--- src/rtl/ntt_sched_if.sv ---
// Handshake/bus bundle between the NTT sequencer, its coefficient/result RAMs and the NTT core.
interface ntt_sched_if #(
    parameter int DW    = 12,
    parameter int PAIRS = 128,
    parameter int AW    = $clog2(PAIRS),
    parameter int FAW   = $clog2(DW)
);
    logic            start;
    logic            busy;
    logic            done;
    logic            err;
    logic            rd_en;
    logic [AW:0]     rd_addr0;
    logic [AW:0]     rd_addr1;
    logic [DW-1:0]   rd_data0;
    logic [DW-1:0]   rd_data1;
    logic            ntt_in_en;
    logic [DW-1:0]   ntt_in0;
    logic [DW-1:0]   ntt_in1;
    logic            ntt_out_en;
    logic [DW-1:0]   ntt_out0;
    logic [DW-1:0]   ntt_out1;
    logic            wr_en;
    logic [AW-1:0]   wr_addr;
    logic [2*DW-1:0] wr_data;
    logic [FAW-1:0]  fifo1_addr;

    modport master (
        input  start, rd_data0, rd_data1, ntt_out_en, ntt_out0, ntt_out1,
        output busy, done, err, rd_en, rd_addr0, rd_addr1,
               ntt_in_en, ntt_in0, ntt_in1, wr_en, wr_addr, wr_data, fifo1_addr
    );

    modport slave (
        output start, rd_data0, rd_data1, ntt_out_en, ntt_out0, ntt_out1,
        input  busy, done, err, rd_en, rd_addr0, rd_addr1,
               ntt_in_en, ntt_in0, ntt_in1, wr_en, wr_addr, wr_data, fifo1_addr
    );
endinterface

--- src/rtl/ntt_sched.sv ---
// Sequencer for one dual-pipelined NTT: feeds PAIRS coefficient pairs, collects PAIRS results,
// and drives the shared fifo1_addr rotation for every NTT stage.
module ntt_sched #(
    parameter int DW      = 12,
    parameter int PAIRS   = 128,
    parameter int AW      = $clog2(PAIRS),
    parameter int MUL_LAT = 3,
    parameter int FAW     = $clog2(DW),
    parameter int TIMEOUT = 1024
) (
    input logic          clk,
    input logic          rst,
    ntt_sched_if.master  bus
);
    localparam int TW = $clog2(TIMEOUT + 1);

    typedef enum logic [1:0] {IDLE, FEED, DRAIN, DONE} state_t;

    state_t         state;
    logic [AW-1:0]  rd_cnt;
    logic [AW:0]    wr_cnt;
    logic [TW-1:0]  tmo_cnt;
    logic           err_q;
    logic           in_en_q;
    logic [FAW-1:0] fifo_q;

    logic feed, drain, active, wr_ok, wr_last, excess;

    assign feed   = (state == FEED);
    assign drain  = (state == DRAIN);
    assign active = feed | drain;
    // wr_cnt[AW] marks a full result buffer; anything beyond that is an excess output
    assign wr_ok   = bus.ntt_out_en & active & ~wr_cnt[AW];
    assign wr_last = wr_ok & (wr_cnt == (AW+1)'(PAIRS - 1));
    assign excess  = bus.ntt_out_en & ~wr_ok;

    always_ff @(posedge clk or posedge rst) begin
        if (rst) begin
            state   <= IDLE;
            rd_cnt  <= '0;
            wr_cnt  <= '0;
            tmo_cnt <= '0;
            err_q   <= 1'b0;
            in_en_q <= 1'b0;
            fifo_q  <= '0;
        end else begin
            fifo_q  <= (fifo_q == FAW'(MUL_LAT - 1)) ? '0 : fifo_q + 1'b1;
            in_en_q <= feed;
            case (state)
                IDLE: begin
                    if (bus.start) begin
                        state  <= FEED;
                        rd_cnt <= '0;
                        wr_cnt <= '0;
                        err_q  <= 1'b0;
                    end else if (excess) begin
                        err_q <= 1'b1;
                    end
                end
                FEED: begin
                    rd_cnt <= rd_cnt + 1'b1;
                    if (rd_cnt == AW'(PAIRS - 1)) begin
                        state   <= DRAIN;
                        tmo_cnt <= '0;
                    end
                    if (wr_ok)  wr_cnt <= wr_cnt + 1'b1;
                    if (excess) err_q  <= 1'b1;
                end
                DRAIN: begin
                    if (wr_ok)  wr_cnt <= wr_cnt + 1'b1;
                    if (excess) err_q  <= 1'b1;
                    if (tmo_cnt != TW'(TIMEOUT)) tmo_cnt <= tmo_cnt + 1'b1;
                    // all results may already be in if the NTT finished during FEED
                    if (wr_last || wr_cnt[AW]) begin
                        state <= DONE;
                    end else if (tmo_cnt == TW'(TIMEOUT - 1)) begin
                        err_q <= 1'b1;
                        state <= DONE;
                    end
                end
                DONE: begin
                    state <= IDLE;
                    if (excess) err_q <= 1'b1;
                end
                default: state <= IDLE;
            endcase
        end
    end

    assign bus.busy       = active;
    assign bus.done       = (state == DONE);
    assign bus.err        = err_q;
    assign bus.rd_en      = feed;
    assign bus.rd_addr0   = feed ? {1'b0, rd_cnt} : '0;
    assign bus.rd_addr1   = feed ? {1'b1, rd_cnt} : '0;
    assign bus.ntt_in_en  = in_en_q;
    assign bus.ntt_in0    = bus.rd_data0;
    assign bus.ntt_in1    = bus.rd_data1;
    assign bus.wr_en      = wr_ok;
    assign bus.wr_addr    = wr_cnt[AW-1:0];
    assign bus.wr_data    = {bus.ntt_out1, bus.ntt_out0};
    assign bus.fifo1_addr = fifo_q;
endmodule
--- src/flat_wrapper.sv ---
// flat-port wrapper written by rule: the top's interface ports become plain ports
module ntt_sched_flat 
#(
    parameter int DW      = 12,
    parameter int PAIRS   = 128,
    parameter int AW      = $clog2(PAIRS),
    parameter int MUL_LAT = 3,
    parameter int FAW     = $clog2(DW),
    parameter int TIMEOUT = 1024
)
  (clk, rst, bus_start, bus_rd_data0, bus_rd_data1, bus_ntt_out_en, bus_ntt_out0, bus_ntt_out1, bus_busy, bus_done, bus_err, bus_rd_en, bus_rd_addr0, bus_rd_addr1, bus_ntt_in_en, bus_ntt_in0, bus_ntt_in1, bus_wr_en, bus_wr_addr, bus_wr_data, bus_fifo1_addr);
  ntt_sched_if #(.DW(DW), .PAIRS(PAIRS), .AW(AW), .FAW(FAW)) bus_i ();
  input logic clk;
  input logic rst;
  input wire logic [$bits(bus_i.start)-1:0] bus_start;
  input wire logic [$bits(bus_i.rd_data0)-1:0] bus_rd_data0;
  input wire logic [$bits(bus_i.rd_data1)-1:0] bus_rd_data1;
  input wire logic [$bits(bus_i.ntt_out_en)-1:0] bus_ntt_out_en;
  input wire logic [$bits(bus_i.ntt_out0)-1:0] bus_ntt_out0;
  input wire logic [$bits(bus_i.ntt_out1)-1:0] bus_ntt_out1;
  output wire logic [$bits(bus_i.busy)-1:0] bus_busy;
  output wire logic [$bits(bus_i.done)-1:0] bus_done;
  output wire logic [$bits(bus_i.err)-1:0] bus_err;
  output wire logic [$bits(bus_i.rd_en)-1:0] bus_rd_en;
  output wire logic [$bits(bus_i.rd_addr0)-1:0] bus_rd_addr0;
  output wire logic [$bits(bus_i.rd_addr1)-1:0] bus_rd_addr1;
  output wire logic [$bits(bus_i.ntt_in_en)-1:0] bus_ntt_in_en;
  output wire logic [$bits(bus_i.ntt_in0)-1:0] bus_ntt_in0;
  output wire logic [$bits(bus_i.ntt_in1)-1:0] bus_ntt_in1;
  output wire logic [$bits(bus_i.wr_en)-1:0] bus_wr_en;
  output wire logic [$bits(bus_i.wr_addr)-1:0] bus_wr_addr;
  output wire logic [$bits(bus_i.wr_data)-1:0] bus_wr_data;
  output wire logic [$bits(bus_i.fifo1_addr)-1:0] bus_fifo1_addr;
  assign bus_i.start = bus_start;
  assign bus_i.rd_data0 = bus_rd_data0;
  assign bus_i.rd_data1 = bus_rd_data1;
  assign bus_i.ntt_out_en = bus_ntt_out_en;
  assign bus_i.ntt_out0 = bus_ntt_out0;
  assign bus_i.ntt_out1 = bus_ntt_out1;
  assign bus_busy = bus_i.busy;
  assign bus_done = bus_i.done;
  assign bus_err = bus_i.err;
  assign bus_rd_en = bus_i.rd_en;
  assign bus_rd_addr0 = bus_i.rd_addr0;
  assign bus_rd_addr1 = bus_i.rd_addr1;
  assign bus_ntt_in_en = bus_i.ntt_in_en;
  assign bus_ntt_in0 = bus_i.ntt_in0;
  assign bus_ntt_in1 = bus_i.ntt_in1;
  assign bus_wr_en = bus_i.wr_en;
  assign bus_wr_addr = bus_i.wr_addr;
  assign bus_wr_data = bus_i.wr_data;
  assign bus_fifo1_addr = bus_i.fifo1_addr;
  ntt_sched #(.DW(DW), .PAIRS(PAIRS), .AW(AW), .MUL_LAT(MUL_LAT), .FAW(FAW), .TIMEOUT(TIMEOUT)) u_core (.clk(clk), .rst(rst), .bus(bus_i));
endmodule
--- config.mk ---
export PLATFORM = sky130hd
export DESIGN_NAME = ntt_sched_flat
export DESIGN_NICKNAME = d
export VERILOG_FILES = /design/src/rtl/ntt_sched_if.sv /design/src/rtl/ntt_sched.sv /design/src/flat_wrapper.sv
export SDC_FILE = /design/constraint.sdc
export NUM_CORES = 1
export LEC_CHECK = 0
export BUFFER_PORTS_ARGS = -buffer_cell sky130_fd_sc_hd__buf_4
export CELL_PAD_IN_SITES_DETAIL_PLACEMENT = 0
export CELL_PAD_IN_SITES_GLOBAL_PLACEMENT = 1
export CORE_MARGIN = 2
export CORE_UTILIZATION = 34
export DETAILED_ROUTE_END_ITERATION = 6
export PLACE_DENSITY_LB_ADDON = 0.1
export SLEW_MARGIN = 40
export SYNTH_ARGS = -nofsm -noshare
export SYNTH_HDL_FRONTEND = slang
export SYNTH_SLANG_ARGS = --single-unit
--- constraint.sdc ---
create_clock -name clk -period 5.22 [get_ports clk]
set_input_delay 0.261 -clock clk [delete_from_list [all_inputs] [get_ports clk]]
set_output_delay 0.261 -clock clk [all_outputs]
set_load 0.05 [all_outputs]
Word level (Yosys, flattened, before mapping) --
Cells that the tools add are included.
Word-level totals: flip-flop bits (word level) 34, bits of input ports 52, output and inout bits 81, word-level logic and storage cells 63
Cells by class: add/sub/neg operators 4, equality and inequality tests 13, multiplexer cells 21, bitwise gates (word level) 7, reductions and logical operators 11
Operators by type and width (count):
- $mux 8 | 3
- $mux 11 | 2
- $pmux 11 s2 | 1
- $pmux 8 s2 | 1
- $mux 7 | 2
- $pmux 7 s2 | 1
- $add 11x1->11 const B | 1
- $eq 11x10->1 const B | 1
- $ne 11x11->1 const B | 1
- $reduce_and 3->1 | 3
- $add 8x1->8 const B | 1
- $eq 8x7->1 const B | 1
- $mux 2 | 4
- $pmux 2 s4 | 1
- $add 7x1->7 const B | 1
- $eq 7x7->1 const B | 1
- $ne 2x2->1 const B | 3
- $reduce_bool 2->1 | 3
- $add 4x1->4 const B | 1
- $and 1x1->1 | 4
- $eq 2x2->1 const B | 2
- $eq 4x2->1 const B | 1
- $mux 1 | 4
- $mux 4 | 1
- 10 further kinds | 12

Logic depth before layout (Yosys ltp) --
depth in word-level cells 10, mapped depth 7, mapped depth without buffers 6

Least setup slack after synthesis --
No wires, ideal clock.
kind flip-flop to output port, start point register u_core.state[1], end point output bus_rd_addr1[0], data arrival time 2.286 ns, slack 2.673 ns, cell stages (with the launch flop) 7, cell sequence dfrtp_1 -> inv_1 -> ha_1 -> clkbuf_1 -> clkbuf_1 -> and2_1 -> buf_4
Between the ends: longest elaborated chain between the ends 2
Ends and longest elaborated chain:
- start, declared | line ntt_sched.sv:19 | state_t state;
- start signal, assigned | line ntt_sched.sv:39 | state <= IDLE;
- start signal, assigned | line ntt_sched.sv:52 | state <= FEED;
- start signal, assigned | line ntt_sched.sv:63 | state <= DRAIN;
- $eq 2x1->1 | line ntt_sched.sv:29 | assign feed = (state == FEED);
- named net bus_rd_en | line flat_wrapper.sv:24 | output wire logic [$bits(bus_i.rd_en)-1:0] bus_rd_en;
- $mux 8 | line ntt_sched.sv:95 | assign bus.rd_addr1 = feed ? {1'b1, rd_cnt} : '0;
- end, declared | line flat_wrapper.sv:26 | output wire logic [$bits(bus_i.rd_addr1)-1:0] bus_rd_addr1;
The timed path passes the listed nets, and every way through them passes these cells.

Worst setup path in the final report --
start point register u_core.state[0], end point register u_core.tmo_cnt[10]
Between the ends: longest elaborated chain between the ends 3, elaborated cells on any way between the ends 7, those cells by class eq/ne: 4; mux: 1; reduce/logical: 2
Ends and longest elaborated chain:
- $eq 2x1->1 / $eq 2x2->1 (equally long branches) | line ntt_sched.sv:49 | case (state)
- $ne 2x2->1 (no line) / $reduce_bool 2->1 (equally long branches)
- $reduce_and 3->1 (no line)
- end signal, assigned | line ntt_sched.sv:72 | if (tmo_cnt != TW'(TIMEOUT)) tmo_cnt <= tmo_cnt + 1'b1;
- end, declared | line ntt_sched.sv:22 | logic [TW-1:0] tmo_cnt;
Several ways; a longest one is shown, not always the timed one. A chain may end at the register's enable or synchronous reset.

==> run summary <==
ANT nets after route -> 0
GRT Total Usage -> 0.131
Drt first pass iters -> 4
Hold buffers post-CTS -> 0
Yosys warning count -> 0
Async SR Flop Fraction -> 1.00
First-pass GRT wire length -> 8.16 mm
Sequence of cells on the critical path -> inv_1, ha_1, and4bb_2, nand3_2, and2_0, a32o_1
Total power -> 0.00126 W
Maximum fanout along the worst path -> 15
CTS tree -> built
DRC viols -> 0
Synth top area cells -> dfrtp_1 35%, buf_4 20%, ha_1 4.1%
Clk_lat worst skew -> 280 ps
Fin. Hold Viols -> 0
Reg area -> 851 µm²
Vias per cell -> 5.08
Fillcell total -> 703
Slew Limit Fails -> 0
Routability cong. -> 0.695
Distinct cells, synth -> 45
Mapped Nets -> 332
Initial antenna violation count -> 0
Hold WC Path Type -> in2async
Slew @ Worst Pin -> 754 ps
Largest area contributor in the netlist -> dfrtp_1
Worst R2R Setup Slack -> 2930 ps
Min cycle time layout -> 2290 ps
Worst stage delay on the critical path -> 520 ps
DR vias -> 1737
DRT iter0 DRCs -> 66
Core box area -> 0.00687 mm²
Multi-input combinational cell area -> 0.00105 mm²
CTS clk-pin slew, worst paths -> 70 ps
Slew margin rel. -> 0.494
Number of port buffers -> 35
Final Setup Violations -> 0
Setup TNS -> 0 ps
Area Overhead vs Synth -> -0.102%
Fin Clk Skew -> 9.39 ps
Drt total wl -> 4.89 mm
Post-synth EDFFs -> 0
Final non-filler cell total -> 342
Width of the die -> 88.8 µm
Crit. End Element -> flop
Post_cts resized -> 0
WL/cell -> 14.3 µm
Share of cells above drive strength 1 -> 0.207
Antenna diodes -> 0
Yosys reg bits -> 34
Initial Utilization -> 0.356
Post-CTS Setup Bufs -> 0
Syn Inst Count -> 272
Outcome -> finished, final reports clean
Chip height -> 88.8 µm
Critical path type -> reg2reg
I/O pin count -> 133
Number of H-tree levels -> 2
Final nets -> 305
RSZ-0062 raised after global routing -> false
Placed cell count -> 334
Synth Cell Area -> 0.00244 mm²
CP max-delay cell -> ha_1
Peak Freq -> 436 MHz
Number of global-route vias before repair -> 1635
Largest net degree at the start of global routing -> 35
CP startpoint -> u_core.state[0]
Share of the synthesized area in the top cell type -> 0.348
CP arrival -> 2470 ps
Synth Flop Type -> dfrtp_1
CTS Buffer Depth -> 2
Worst endpoint required time -> 5390 ps
Static leakage -> 1.08 nW
Die area -> 0.00788 mm²
Worst r2r src -> u_core.state[0]
Register area share after synthesis -> 0.348
CP Launch Type -> flop
Max Cap Viol -> 0
Mapped Avg Cell Area -> 8.98 µm²
Dpl hpwl -> 3.42 mm
Final Cycle Share -> 0.439
Gr ovfl total -> 0
Power Dens Cells -> 515 mW/mm²
Cts bufs inserted -> 5
Clock root cell -> clkbuf_8
Site row count -> 30
CTS sink cnt -> 34
VDD IR max -> 0.147 mV
==> cell type report <==
type,count,area share
multi-input cells,157,0.431
flip-flops and latches,34,0.349
repair buffers,36,0.111
well taps,96,0.0492
clock buffers,7,0.0313
inverters,11,0.0169
clock inverters,1,0.0123
==> kinds of logic (layout without fill, tap and decap cells) <==
group                    count (synthesis)  after routing  synth area share
other                                    1              1           0.00153
AND/OR/NAND/NOR                         90             90             0.208
multiplexers                             8              8            0.0333
XOR/XNOR                                 2              2           0.00717
buffers and inverters                   81             55             0.224
adder cells (fa/ha/maj)                  8              8            0.0410
flip-flops                              34             34             0.348
AO/OA/AOI/OAI                           48             48             0.137
==> flip-flops by register name, indices dropped and copies added, names as in the netlist <==
name and flops:
u_core.bus.fifo1_addr 4, u_core.bus.ntt_in_en 1, u_core.bus.err 1, u_core.state 2
u_core.rd_cnt 7, u_core.wr_cnt 8, u_core.tmo_cnt 11
==> final timing paths <==
path | cells past startpoint | endpoint
hold / removal | 3 | u_core.bus.fifo1_addr[1]
hold reg to reg | 1 | u_core.bus.fifo1_addr[0]
setup / recovery | 6 | u_core.tmo_cnt[10]
min in group clk | 4 | u_core.bus.err
setup reg to reg | 6 | u_core.tmo_cnt[10]
max in group asynchronous | 3 | u_core.tmo_cnt[6]
==> per-layer routing <==
layer,wire [µm],global-route usage
met1,2390,0.179
met2,2180,0.199
met4,48,0.0427
met5,0,0
met3,267,0.0392
==> synthesized netlist by cell type, types with 2 or more instances <==
| master | instances |
|---|---|
| nor3_1 | 8 |
| a22o_1 | 4 |
| a21oi_1 | 6 |
| and2_1 | 7 |
| a21o_1 | 2 |
| nor2_1 | 7 |
| buf_2 | 2 |
| nand3_2 | 2 |
| ha_1 | 8 |
| o211ai_1 | 3 |
| nand2b_1 | 3 |
| o21ai_0 | 14 |
| a32o_1 | 6 |
| nand2_1 | 21 |
| nor4_1 | 4 |
| inv_1 | 11 |
| o31ai_1 | 4 |
| nand3_1 | 19 |
| o2bb2ai_1 | 2 |
| dfrtp_1 | 34 |
| clkbuf_1 | 4 |
| nand4_1 | 4 |
| xnor2_1 | 2 |
| mux2i_1 | 7 |
| or3_1 | 2 |
| or4_1 | 4 |
| buf_4 | 64 |
==> cell usage in the layout, fill, tap and decap left out, drive strengths merged, types with 2 or more instances in the layout <==
cell,netlist,final
a21o,2,2
a21oi,6,6
a22o,4,4
a32o,6,6
and2,8,8
buf,66,36
clkbuf,4,7
dfrtp,34,34
ha,8,8
inv,11,11
mux2i,7,7
nand2,21,21
nand2b,4,4
nand3,21,21
nand4,4,4
nor2,7,7
nor2b,2,2
nor3,8,8
nor4,4,4
o211ai,3,3
o21ai,15,15
o2bb2ai,2,2
o31ai,4,4
or3,2,2
or4,4,4
xnor2,2,2
==> power breakdown <==
part / leakage (nW) / switching [W] / internal [W]
Clock: 0.0524 / 0.0000972 / 0.000143
Sequential: 0.460 / 0.0000353 / 0.000302
Combinational: 0.569 / 0.000475 / 0.000206
Total: 1.08 / 0.000607 / 0.000651
==> critical path: cells and delay by family (launching register included) <==
family / cells / cell delay [ps]
flip-flops: 1 / 400
buffers and inverters: 1 / 100
AND/OR/NAND/NOR: 3 / 840
AO/OA/AOI/OAI: 1 / 300
adder cells (fa/ha/maj): 1 / 520
==> stage by stage <==
stage	setup slack [ps]	utilization	instance area, µm²	hold WS, ps
final	2930	0.355	2440	83.7
after global routing	2770	0.355	2440	136
after CTS	2910	0.355	2440	103
after detailed placement	2930	0.340	2330	422
after global placement	2820	0.339	2330	413
after floorplan	2670	-	2440	403
(Power assumes the default switching activity.)
